--- config.mk ---
export PLATFORM = sky130hd
export DESIGN_NAME = alu_muldiv_ctrl
export DESIGN_NICKNAME = d
export VERILOG_FILES = /design/src/rtl/alu_muldiv_ctrl.sv
export SDC_FILE = /design/constraint.sdc
export NUM_CORES = 1
export LEC_CHECK = 0
export BUFFER_PORTS_ARGS = -buffer_cell sky130_fd_sc_hd__buf_2
export CAP_MARGIN = 10
export CORE_UTILIZATION = 50
export CTS_CLUSTER_DIAMETER = 200
export DETAILED_ROUTE_END_ITERATION = 10
export PLACE_DENSITY_LB_ADDON = 0.05
export SYNTH_ARGS = -nofsm -noshare
export SYNTH_HDL_FRONTEND = slang
export SYNTH_SLANG_ARGS = --single-unit
--- constraint.sdc ---
create_clock -name i_clock -period 3.1 [get_ports i_clock]
set_input_delay 0.31 -clock i_clock [delete_from_list [all_inputs] [get_ports i_clock]]
set_output_delay 0.31 -clock i_clock [all_outputs]
set_load 0.02 [all_outputs]
--- src/rtl/alu_muldiv_ctrl.sv ---
// Execute-stage ALU function decode plus an iterative multiply/divide sequencer
// owning the HI/LO pair; stalls HI/LO instructions while an operation is in flight.
module alu_muldiv_ctrl #(
    parameter int NB_ALU_OP = 3,
    parameter int NB_FUNC   = 6,
    parameter int NB_DATA   = 32
) (
    input  logic                 i_clock,
    input  logic                 i_reset,
    input  logic                 i_valid,
    input  logic [NB_ALU_OP-1:0] i_alu_op,
    input  logic [NB_FUNC-1:0]   i_func,
    input  logic [NB_DATA-1:0]   i_data_a,
    input  logic [NB_DATA-1:0]   i_data_b,
    output logic [NB_FUNC-1:0]   o_alu_func,
    output logic [NB_DATA-1:0]   o_hilo_data,
    output logic                 o_busy,
    output logic                 o_stall,
    output logic                 o_done
);

    localparam int NB_CNT = $clog2(NB_DATA) + 1;

    localparam logic [NB_ALU_OP-1:0] ALU_ADD      = NB_ALU_OP'(0);
    localparam logic [NB_ALU_OP-1:0] ALU_SUB      = NB_ALU_OP'(1);
    localparam logic [NB_ALU_OP-1:0] ALU_FUNC     = NB_ALU_OP'(2);
    localparam logic [NB_ALU_OP-1:0] ALU_AND      = NB_ALU_OP'(3);
    localparam logic [NB_ALU_OP-1:0] ALU_OR       = NB_ALU_OP'(4);
    localparam logic [NB_ALU_OP-1:0] ALU_XOR      = NB_ALU_OP'(5);
    localparam logic [NB_ALU_OP-1:0] ALU_SHIFTLUI = NB_ALU_OP'(6);
    localparam logic [NB_ALU_OP-1:0] ALU_SLTI     = NB_ALU_OP'(7);

    // SHIFTLUI is a private code understood only by our ALU, not a MIPS funct value.
    localparam logic [NB_FUNC-1:0] FN_ADD      = NB_FUNC'(6'b100000);
    localparam logic [NB_FUNC-1:0] FN_SUBU     = NB_FUNC'(6'b100011);
    localparam logic [NB_FUNC-1:0] FN_AND      = NB_FUNC'(6'b100100);
    localparam logic [NB_FUNC-1:0] FN_OR       = NB_FUNC'(6'b100101);
    localparam logic [NB_FUNC-1:0] FN_XOR      = NB_FUNC'(6'b100110);
    localparam logic [NB_FUNC-1:0] FN_SLT      = NB_FUNC'(6'b101010);
    localparam logic [NB_FUNC-1:0] FN_SHIFTLUI = NB_FUNC'(6'b111000);
    localparam logic [NB_FUNC-1:0] FN_MFHI     = NB_FUNC'(6'b010000);
    localparam logic [NB_FUNC-1:0] FN_MTHI     = NB_FUNC'(6'b010001);
    localparam logic [NB_FUNC-1:0] FN_MFLO     = NB_FUNC'(6'b010010);
    localparam logic [NB_FUNC-1:0] FN_MTLO     = NB_FUNC'(6'b010011);
    localparam logic [NB_FUNC-1:0] FN_MULT     = NB_FUNC'(6'b011000);
    localparam logic [NB_FUNC-1:0] FN_MULTU    = NB_FUNC'(6'b011001);
    localparam logic [NB_FUNC-1:0] FN_DIV      = NB_FUNC'(6'b011010);
    localparam logic [NB_FUNC-1:0] FN_DIVU     = NB_FUNC'(6'b011011);

    typedef enum logic [1:0] {IDLE, MUL, DIV, FIX} state_t;

    state_t state, next_state;

    logic [NB_CNT-1:0]    count;
    logic [NB_DATA-1:0]   hi, lo;
    logic [NB_DATA-1:0]   acc_hi, acc_lo, operand;
    logic                 is_mul_op, neg_q, neg_r;

    logic                 is_func, op_mul, op_div, op_mthi, op_mtlo, op_mf;
    logic                 is_hilo, op_signed, b_zero;
    logic                 start_mul, start_div, div_zero, last_iter;
    logic [NB_DATA-1:0]   mag_a, mag_b;
    logic [NB_DATA:0]     mul_sum, div_trial, div_diff;
    logic                 div_ge;
    logic [2*NB_DATA-1:0] product, product_fixed;
    logic [NB_DATA-1:0]   quot_fixed, rem_fixed;

    assign is_func   = (i_alu_op == ALU_FUNC);
    assign op_mul    = is_func && ((i_func == FN_MULT) || (i_func == FN_MULTU));
    assign op_div    = is_func && ((i_func == FN_DIV) || (i_func == FN_DIVU));
    assign op_mthi   = is_func && (i_func == FN_MTHI);
    assign op_mtlo   = is_func && (i_func == FN_MTLO);
    assign op_mf     = is_func && ((i_func == FN_MFHI) || (i_func == FN_MFLO));
    assign is_hilo   = op_mul || op_div || op_mthi || op_mtlo || op_mf;
    assign op_signed = (i_func == FN_MULT) || (i_func == FN_DIV);
    assign b_zero    = (i_data_b == '0);

    assign start_mul = i_valid && op_mul;
    assign start_div = i_valid && op_div && !b_zero;
    assign div_zero  = i_valid && op_div && b_zero;
    assign last_iter = (count == NB_CNT'(NB_DATA - 1));

    // Negating the most negative value leaves the bit pattern unchanged, which is
    // exactly its magnitude when read as unsigned.
    assign mag_a = (op_signed && i_data_a[NB_DATA-1]) ? -i_data_a : i_data_a;
    assign mag_b = (op_signed && i_data_b[NB_DATA-1]) ? -i_data_b : i_data_b;

    always_comb begin
        mul_sum       = {1'b0, acc_hi} + {1'b0, (acc_lo[0] ? operand : '0)};
        div_trial     = {acc_hi, acc_lo[NB_DATA-1]};
        div_diff      = div_trial - {1'b0, operand};
        div_ge        = ~div_diff[NB_DATA];
        product       = {acc_hi, acc_lo};
        product_fixed = neg_q ? -product : product;
        quot_fixed    = neg_q ? -acc_lo : acc_lo;
        rem_fixed     = neg_r ? -acc_hi : acc_hi;
    end

    always_ff @(posedge i_clock) begin
        if (i_reset) state <= IDLE;
        else         state <= next_state;
    end

    always_comb begin
        next_state = state;
        case (state)
            IDLE: begin
                if (start_mul)      next_state = MUL;
                else if (start_div) next_state = DIV;
            end
            MUL:     if (last_iter) next_state = FIX;
            DIV:     if (last_iter) next_state = FIX;
            FIX:     next_state = IDLE;
            default: next_state = IDLE;
        endcase
    end

    always_comb begin
        o_busy  = (state != IDLE);
        o_stall = o_busy && i_valid && is_hilo;
    end

    always_comb begin
        o_alu_func = '1;
        case (i_alu_op)
            ALU_ADD:      o_alu_func = FN_ADD;
            ALU_SUB:      o_alu_func = FN_SUBU;
            ALU_FUNC:     o_alu_func = i_func;
            ALU_AND:      o_alu_func = FN_AND;
            ALU_OR:       o_alu_func = FN_OR;
            ALU_XOR:      o_alu_func = FN_XOR;
            ALU_SHIFTLUI: o_alu_func = FN_SHIFTLUI;
            ALU_SLTI:     o_alu_func = FN_SLT;
            default:      o_alu_func = '1;
        endcase
    end

    assign o_hilo_data = (i_func == FN_MFHI) ? hi : lo;

    // Multiply and divide share acc_hi/acc_lo: product halves, or remainder and
    // the dividend that shifts out as quotient bits shift in.
    always_ff @(posedge i_clock) begin
        if (i_reset) begin
            count     <= '0;
            hi        <= '0;
            lo        <= '0;
            acc_hi    <= '0;
            acc_lo    <= '0;
            operand   <= '0;
            is_mul_op <= 1'b0;
            neg_q     <= 1'b0;
            neg_r     <= 1'b0;
            o_done    <= 1'b0;
        end else begin
            o_done <= 1'b0;
            case (state)
                IDLE: begin
                    if (start_mul || start_div) begin
                        count     <= '0;
                        acc_hi    <= '0;
                        acc_lo    <= mag_a;
                        operand   <= mag_b;
                        is_mul_op <= start_mul;
                        neg_q     <= op_signed && (i_data_a[NB_DATA-1] ^ i_data_b[NB_DATA-1]);
                        neg_r     <= op_signed && i_data_a[NB_DATA-1];
                    end else if (div_zero) begin
                        lo     <= '1;
                        hi     <= i_data_a;
                        o_done <= 1'b1;
                    end else if (i_valid && op_mthi) begin
                        hi <= i_data_a;
                    end else if (i_valid && op_mtlo) begin
                        lo <= i_data_a;
                    end
                end
                MUL: begin
                    acc_hi <= mul_sum[NB_DATA:1];
                    acc_lo <= {mul_sum[0], acc_lo[NB_DATA-1:1]};
                    count  <= count + 1'b1;
                end
                DIV: begin
                    acc_hi <= div_ge ? div_diff[NB_DATA-1:0] : div_trial[NB_DATA-1:0];
                    acc_lo <= {acc_lo[NB_DATA-2:0], div_ge};
                    count  <= count + 1'b1;
                end
                FIX: begin
                    if (is_mul_op) begin
                        hi <= product_fixed[2*NB_DATA-1:NB_DATA];
                        lo <= product_fixed[NB_DATA-1:0];
                    end else begin
                        hi <= rem_fixed;
                        lo <= quot_fixed;
                    end
                    o_done <= 1'b1;
                end
                default: ;
            endcase
        end
    end

endmodule

==> results.yml, run 1 <==
synthesis:
  synth_area_leaders: "dfxtp_1 23%, ha_1 6.3%, a21oi_1 5.9%"
  ys_async_sr_fraction_pct: 0
  synth.cell_area_um2: 14700
  synth_seq_cells: 172
  synthFlopType: "dfxtp_1"
  synth_warnings: 0
  synth_seq_area_share_pct: 23.4
  syn_nets: 2128
  synth_edf_count: 0
  yosys.area.top_type_share_pct: 23.4
  syn_avg_cell_area_um2: 7.45
  synth_top_cell_by_area: "dfxtp_1"
  synth_cells: 1976
  synth_cell_types: 76
route:
  avgViaCountPerCell: 6.24
  drc_errors: 0
  postRouteAntennaNets: 0
  routed_wl_mm: 55.4
  wire_per_inst_um: 21.3
  vias: 16238
  drt-pass1-iter-count: 6
  drt_iter0_markers: 1555
cells_and_area:
  area_growth_pct: 22.9
  final_cell_mix: "230 x nor2_1, 222 x buf_4, 187 x nand2_1, 168 x a21oi_1, 163 x dfxtp_1"
  drive_above_1_share_pct: 23.1
  antenna_cells: 0
  mostFrequentLayoutCell: "nor2_1"
  fin_nets: 2358
worst_setup_path:
  path_cells: "inv_2 > ha_4 > fa_2 > nand2b_4 > a21o_1 > a211oi_2 > buf_4 > o211a_4 > o21a_1 > o211ai_1 > buf_4 > buf_12 > and3_4 > a31oi_1 > o221ai_1"
  reg2reg_from: "acc_lo[31]$_SDFFE_PP0P_"
  cp_top_family: "compound AO/OA/AOI/OAI gates"
  crit_fanout: 7
  cp_common_cell: "buf_4"
  arrival_ns: 3.37
  crit_path_max_incr_delay_ns: 0.41
  startpoint: "acc_lo[31]$_SDFFE_PP0P_"
  path_class: "reg -> reg"
  endpoint_kind: "flip-flop"
  slowest_stage: "fa_2"
  cp.required_ns: 3.44
  cp-start-kind: "flip-flop"
  cp_num_buf_inv: 4
grt:
  overflow: 0
  grt_start_max_net_pins: 134
  grt_pass1_wl_mm: 85.2
  grt_usage_pct: 36.2
  grt_pass1_vias: 15270
  antenna_found_initial: 1
power:
  swShare_pct: 42.8
  ir_drop_mv: 0.450
  p_switching_uw: 4400
  power_density_nw_per_um2: 568
  comb_power_share_pct: 48.8
  p_leak_uw: 0.00766
  clockPowerShare_pct: 21.7
  seq_power_share_pct: 29.5
  p_int_uw: 5890
clocking:
  clkSlewWorstSetupHoldPaths_ns: 0.09
  clock_path_buffers: 2
  h-tree-depth: 4
  cts.sinks: 172
  cts-root-buf: "clkbuf_16"
  cts_made_buffers: 17
  cts_tree: "done"
  insertion_delay_ns: 0.47
die:
  rows: 62
  core_area_um2: 28900
  ios: 117
  die_height_um: 174
  dieArea_um2: 30100
  dieWidth_um: 174
  start_util_pct: 51.0
placed_design:
  dpl.hpwl_mm: 42.4
  place_ws_ns: -0.205
  io_buffers: 116
  gp_congestion: 0.973
sta:
  timing.fmax_mhz: 330
  worst_pin_slew_ns: 1.10
  clock_skew_ns: 0.0182
  worst_slack_ns: 0.0721
  worst_slew_margin_rel_pct: 26.7
  hold_ws_ns: 0.112
  finalHoldViolations: 0
  period_needed_ns: 3.03
  finalMaxSlewViolations: 0
  rsz0062_at_grt: "yes"
  min_period_over_period_pct: 97.7
  setup_viol: 0
hold_path:
  hold_start: "i_reset"
  hp-class: "in -> reg"
flow_run:
  cap_violations: 0
run_status:
  status: "completed"
==> cells by family after synthesis <==
kind of cell	count (synthesis)	share of synthesized area [%]
xor gates and xnor gates	166	9.87
buffers and inverters	205	5.47
DFF	172	23.4
and+or+nand+nor	644	20.5
AOI/OAI and AO/OA	658	30.2
muxes	55	4.02
adders and majority gates	76	6.56
==> area by class of cell <==
class,count,area (µm²)
Timing Repair Buffer,355,2560
Sequential cell,172,3460
Fill cell,2717,10800
Multi-Input combinational cell,1599,10800
Clock buffer,19,443
Tap cell,384,480
Clock inverter,13,146
Inverter,61,231
==> sequential cells by signal, summed over array words and instances, names as in the netlist <==
signal / flops
acc_hi: 32
hi: 32
is_mul_op: 1
count: 6
operand: 32
neg_r: 1
state: 2
acc_lo: 32
lo: 32
o_done: 1
neg_q: 1
==> layer usage <==
layer	track usage (%)	vias up	wire, µm
met5	0	-	13
met2	58.9	652	25500
met1	45.8	7718	23400
li1	-	7725	-
met4	21.6	2	3280
met3	4.61	141	3200
==> repair_timing <==
item | CTS | global route
buffers inserted | 4 | 11
gates resized for setup | 18 | 72
pin swaps | 7 | 25
setup endpoints to repair | 36 | 46
gates cloned | 0 | 0
hold buffers | 0 | 0
==> synthesized netlist by cell type, drive strengths merged (35+ instances only) <==
| cell type | instances |
|---|---|
| o211ai | 40 |
| a21o | 45 |
| nor2 | 232 |
| a211oi | 80 |
| clkbuf | 116 |
| dfxtp | 172 |
| inv | 60 |
| nor3 | 37 |
| xor2 | 80 |
| nand2 | 187 |
| a21oi | 176 |
| ha | 74 |
| o21ai | 105 |
| xnor2 | 86 |
| nand3 | 35 |
==> through the flow <==
| stage | total power (µW) | instances | TNS (ns) | cell area [µm²] | util (%) |
|---|---|---|---|---|---|
| after detailed placement | 7670 | 2556 | -2.73 | 17000 | 59.0 |
| after floorplan | 5830 | 1976 | 0 | 14700 | - |
| after CTS | 10000 | 2592 | 0 | 17700 | 61.4 |
| after global placement | 7610 | 2556 | -1.17 | 17000 | 59.0 |
| after global routing | 10800 | 2603 | -0.224 | 18100 | 62.7 |
| final | 10300 | 2603 | 0 | 18100 | 62.7 |
==> power groups by stage <==
stage,clock (µW),combinational (µW),sequential [µW]
2_1_floorplan,0,2870,2960
3_3_place_gp,0,4560,3050
3_5_place_dp,0,4610,3060
4_1_cts,2260,4740,3020
5_1_grt,2340,5370,3090
6_report,2240,5020,3030
==> final timing paths <==
check,slack (ns),to,cells past startpoint
worst max-delay path,0.07,acc_hi[15]$_SDFFE_PP0P_,15
worst max register to register,0.07,acc_hi[15]$_SDFFE_PP0P_,15
worst min-delay path,0.11,operand[0]$_SDFFE_PP0P_,2
worst min register to register,0.45,lo[18]$_SDFFE_PP0P_,2
(Power assumes the default switching activity.)
==> inputs of run 2 (changes only) <==
Settings changed: GPL_ROUTABILITY_DRIVEN set to 0, GPL_TIMING_DRIVEN set to 0, TNS_END_PERCENT set to 100.
==> run 2 against run 1 <==
Compared with the run above: combinational power about the same; sequential power up 3%; setup slack worse by 0.14 ns; critical endpoint is now acc_hi[25]$_SDFFE_PP0P_; die area unchanged; register-to-register slack worse by 0.14 ns; power up 2.3%; cell area down 0.33%; clock skew about the same; hold slack worse by 0.011 ns; sequential share of layout area up 0.26 points; via count up 2.5%; the flow now finishes with violations (setup timing); highest routed layer is now met4.
==> results.yml, run 2 (same netlist as run 1, synthesis figures left out) <==
sta:
  clock_skew_ns: 0.0185
  finalMaxSlewViolations: 0
  worst_pin_slew_ns: 0.932
  worst_slew_margin_rel_pct: 37.8
  finalHoldViolations: 0
  hold_ws_ns: 0.100
  min_period_over_period_pct: 102
  period_needed_ns: 3.16
  worst_slack_ns: -0.0638
  timing.fmax_mhz: 316
  rsz0062_at_grt: "yes"
  fin_tns_setup_ns: -0.353
  setup_viol: 14
clocking:
  cts_hold_buf: 0
  cts-root-buf: "clkbuf_16"
  cts_made_buffers: 17
  clkSlewWorstSetupHoldPaths_ns: 0.09
  clock_path_buffers: 2
  h-tree-depth: 4
  insertion_delay_ns: 0.48
  cts.sinks: 172
  cts_tree: "done"
hold_path:
  hp-class: "in -> reg"
  hold_start: "i_data_b[0]"
  whs_endpoint: "operand[0]$_SDFFE_PP0P_"
  holdPathStages: 3
die:
  start_util_pct: 51.0
  dieArea_um2: 30100
  dieWidth_um: 174
  die_height_um: 174
  ios: 117
  core_area_um2: 28900
  rows: 62
cells_and_area:
  area_growth_pct: 22.5
  drive_above_1_share_pct: 22.3
  fin_nets: 2299
  final_core_util_pct: 62.5
  final_cell_area_um2: 18000
  antenna_cells: 0
  mostFrequentLayoutCell: "nor2_1"
  final_cell_mix: "211 x nor2_1, 186 x nand2_1, 154 x a21oi_1, 142 x dfxtp_1, 122 x buf_2"
placed_design:
  dpl_cell_area_um2: 15800
  dpl.hpwl_mm: 44.5
  io_buffers: 113
  place_ws_ns: -1.29
grt:
  grt_start_max_net_pins: 21
  grt_usage_pct: 38.2
  grt_pass1_wl_mm: 88.4
  antenna_found_initial: 1
  grt_pass1_vias: 15187
  overflow: 0
worst_setup_path:
  crit_fanout: 5
  crit_path_max_incr_delay_ns: 0.43
  startpoint: "acc_lo[0]$_SDFFE_PP0P_"
  reg2reg_from: "acc_lo[0]$_SDFFE_PP0P_"
  cp_num_buf_inv: 3
  ff2ff_setup_slack_ns: -0.06
  arrival_ns: 3.55
  slowest_stage: "dfxtp_4"
  cp-start-kind: "flip-flop"
  regToRegEndpoint: "acc_hi[25]$_SDFFE_PP0P_"
  path_class: "reg -> reg"
  cp_top_family: "compound AO/OA/AOI/OAI gates"
  path_cells: "clkinvlp_4 > buf_8 > nor2_4 > ha_4 > a21o_1 > or3_4 > o21ai_4 > o221ai_4 > a31o_4 > buf_4 > a31oi_4 > xnor2_2 > nand2_1 > a31oi_1"
  r2r_cells: 14
  endpoint_kind: "flip-flop"
  cp.required_ns: 3.49
route:
  drc_errors: 0
  vias: 16651
  avgViaCountPerCell: 6.55
  routed_wl_mm: 60.0
  postRouteAntennaNets: 0
  drt_iter0_markers: 1930
  wire_per_inst_um: 23.6
  drt-pass1-iter-count: 6
flow_run:
  cap_violations: 0
run_status:
  status: "finished, violations left"
  violations: "setup timing"
power:
  p_leak_uw: 0.00708
  ir_drop_mv: 0.437
  power_density_nw_per_um2: 583
run 2: cell count changes in the layout (fill, tap and decap cells not counted), moves of 14 or more:
cell	delta
buf_4	-164
clkbuf_1	+82
ha_1	-26
dfxtp_1	-21
nor2_1	-19
dfxtp_2	+17
ha_4	+15
a21oi_1	-14
run 2: cell type report:
type	count	area (µm²)
plain buffers	119	571
clock buffers	17	425
clock inverters	15	211
fillers	2609	10800
inverters	61	235
multi-input cells	1599	11500
flip-flops and latches	172	3500
well taps	384	480
repair buffers	177	1090
run 2: worst max-delay path by stage:
stage | endpoint | cells after the start
floorplan | acc_hi[31]$_SDFFE_PP0P_ | 13
global placement | acc_hi[9]$_SDFFE_PP0P_ | 13
detailed placement | acc_hi[9]$_SDFFE_PP0P_ | 13
CTS | hi[23]$_SDFFE_PP0P_ | 10
global route | acc_hi[31]$_SDFFE_PP0P_ | 13
finish | acc_hi[25]$_SDFFE_PP0P_ | 14
run 2: power breakdown:
group	switching [µW]	total (µW)	internal (µW)
Combinational	3080	5040	1950
Clock	1180	2360	1180
Sequential	453	3130	2680
run 2: per-stage QoR:
stage                     std cells  power (µW)
after detailed placement       2473        7190
final                          2544       10500
after CTS                      2519        9900
after global placement         2473        7130
after global routing           2544       10900
after floorplan                1976        5830
run 2: metal layers:
layer	vias to the layer above	GRT usage, %	part of all wire [%]
li1	7588	-	-
met3	225	5.94	7.8
met5	-	0	0
met1	7937	47.3	40
met4	0	26.2	7.4
met2	901	60.9	45
run 2: tightest hold or removal path: stages:
cell	delay (ns)
buf_2	0.11
nand2_1	0.05
a21oi_1	0.05
run 2: repair_timing:
item,in CTS,in global routing
setup buffers,24,39
pin swaps,27,68
setup endpoints to repair,67,91
gates cloned,1,1
resized for setup,131,183
==> inputs of run 3 (changes only) <==
Settings changed: BUFFER_PORTS_ARGS -buffer_cell sky130_fd_sc_hd__buf_2 to -buffer_cell sky130_fd_sc_hd__clkbuf_2.
==> run 3 against run 2 <==
Compared with the run above: the run still ends with setup timing left; global-route usage fell by 0.080 points; count of clock-buffer cells in the layout did not move; cell count rose by 0.31%; combinational power barely moved; setup slack got worse by 0.043 ns; first-iteration DRC count fell by 14%; via count fell by 0.79%; wire length fell by 0.22%; cell area rose by 0.91%; utilization rose by 0.57 points; register-to-register slack got worse by 0.04 ns; flip-flop and latch count did not move; critical path type unchanged; largest power group unchanged; highest routed layer unchanged.
==> results.yml, run 3 (same netlist as run 1, synthesis figures left out) <==
route:
  vias: 16520
  routed_wl_mm: 59.9
  drt_iter0_markers: 1667
  avgViaCountPerCell: 6.47
  drt-pass1-iter-count: 6
  wire_per_inst_um: 23.5
  postRouteAntennaNets: 0
  drc_errors: 0
power:
  seq_power_share_pct: 29.7
  ir_drop_mv: 0.462
  p_leak_uw: 0.00713
  swShare_pct: 45.3
  power_density_nw_per_um2: 577
  p_switching_uw: 4760
  comb_power_share_pct: 47.7
  design_power_total_uw: 10500
  p_int_uw: 5750
  clockPowerShare_pct: 22.6
sta:
  period_needed_ns: 3.21
  worst_slack_ns: -0.107
  worst_slew_margin_rel_pct: 39.9
  fin_tns_setup_ns: -0.389
  finalMaxSlewViolations: 0
  min_period_over_period_pct: 103
  timing.fmax_mhz: 312
  clock_skew_ns: 0.0217
  rsz0062_at_grt: "yes"
  worst_pin_slew_ns: 0.902
  hold_ws_ns: 0.0960
  finalHoldViolations: 0
  setup_viol: 7
run_status:
  violations: "setup timing"
  status: "finished, violations left"
grt:
  grt_usage_pct: 38.1
  grt_pass1_vias: 15161
  grt_pass1_wl_mm: 88.7
  overflow: 0
  antenna_found_initial: 1
  grt_start_max_net_pins: 22
cells_and_area:
  n_fill_cell: 2630
  regArea_um2: 3530
  final_core_util_pct: 63.1
  drive_above_1_share_pct: 23.8
  mostFrequentLayoutCell: "nor2_1"
  final_cell_mix: "208 x nor2_1, 185 x nand2_1, 154 x a21oi_1, 129 x dfxtp_1, 122 x clkbuf_2"
  fin_nets: 2306
  area_growth_pct: 23.6
  multi_input_area_um2: 11600
  final_cell_area_um2: 18200
clocking:
  clkSlewWorstSetupHoldPaths_ns: 0.08
  cts.sinks: 172
  cts_hold_buf: 0
  cts_made_buffers: 17
  cts-root-buf: "clkbuf_16"
  clock_path_buffers: 2
  h-tree-depth: 4
  insertion_delay_ns: 0.46
  cts_tree: "done"
worst_setup_path:
  cp.required_ns: 3.41
  crit_fanout: 4
  endpoint_kind: "flip-flop"
  slowest_stage: "dfxtp_4"
  cp-start-kind: "flip-flop"
  arrival_ns: 3.51
  path_cells: "clkinvlp_4 > buf_8 > nor2_4 > ha_4 > a21o_1 > or3_4 > o21ai_4 > o221ai_4 > a31o_4 > a31oi_4 > o21ai_2 > a211oi_2 > nor3_2"
  crit_path_max_incr_delay_ns: 0.41
  path_class: "reg -> reg"
hold_path:
  hp-class: "in -> reg"
placed_design:
  dpl_cell_area_um2: 15800
  io_buffers: 113
  dpl.hpwl_mm: 44.6
die:
  die_height_um: 174
  core_area_um2: 28900
  dieArea_um2: 30100
  start_util_pct: 51.0
  rows: 62
  dieWidth_um: 174
  ios: 117
flow_run:
  cap_violations: 0
==> run 3: changes by cell type in the layout (fill, tap and decap cells not counted), sizes merged <==
cell	before	now
buf	203	97
bufinv	1	0
clkbuf	110	223
clkinvlp	2	4
diode	0	1
inv	66	65
==> run 3: per-stage QoR <==
stage / cells / setup slack (ns)
6_report: 2552 / -0.107
5_1_grt: 2551 / -0.204
4_1_cts: 2518 / -0.0421
3_5_place_dp: 2473 / -1.24
3_3_place_gp: 2473 / -1.24
2_1_floorplan: 1976 / 0.0296
==> run 3: final cells by class <==
| type | count | area share [%] |
|---|---|---|
| antenna | 1 | 0.0137 |
| clock inverter | 15 | 1.14 |
| tap | 384 | 2.64 |
| buffer | 119 | 3.09 |
| timing repair buffer | 184 | 6.33 |
| inverter | 61 | 1.36 |
| sequential | 172 | 19.4 |
| multi-input combinational | 1599 | 63.7 |
| clock buffer | 17 | 2.34 |
==> run 3: critical path: cells and delay by family (launching register included) <==
| kind | cells | cell delay, ns |
|---|---|---|
| fa+ha+maj | 1 | 0.22 |
| buf+inv | 2 | 0.43 |
| compound gates | 7 | 1.42 |
| flops | 1 | 0.41 |
| simple gates | 3 | 0.54 |
==> run 3: what timing repair did <==
action | in CTS | in global routing
pin swaps | 26 | 58
resized for setup | 146 | 201
gates cloned | 0 | 2
setup buffers | 27 | 42
endpoints found under the setup margin | 67 | 96
==> run 3: power groups by stage <==
stage	Clock, µW	Combinational, µW	Sequential, µW
after floorplan	0	2870	2960
after global placement	0	4070	3070
after detailed placement	0	4110	3080
after CTS	2360	4580	3060
after global routing	2440	5280	3180
final	2380	5020	3120
==> run 3: path summary, 6_finish.rpt <==
kind                               start                      end  slack [ns]  cells after the start
hold reg to reg       lo[3]$_SDFFE_PP0P_       lo[3]$_SDFFE_PP0P_        0.45                      2
hold / removal               i_data_b[0]  operand[0]$_SDFFE_PP0P_         0.1                      3
setup / recovery  acc_lo[0]$_SDFFE_PP0P_  acc_hi[31]$_SDFFE_PP0P_       -0.11                     13
setup reg to reg  acc_lo[0]$_SDFFE_PP0P_  acc_hi[31]$_SDFFE_PP0P_       -0.11                     13
==> run 3: layer usage <==
layer | GRT usage (%) | up-vias | share of wire [%]
met5 | 0 | - | 0
met4 | 24.9 | 0 | 7.6
met3 | 5.55 | 248 | 8.5
met2 | 60.9 | 923 | 45
met1 | 47.8 | 7740 | 39
li1 | - | 7609 | -
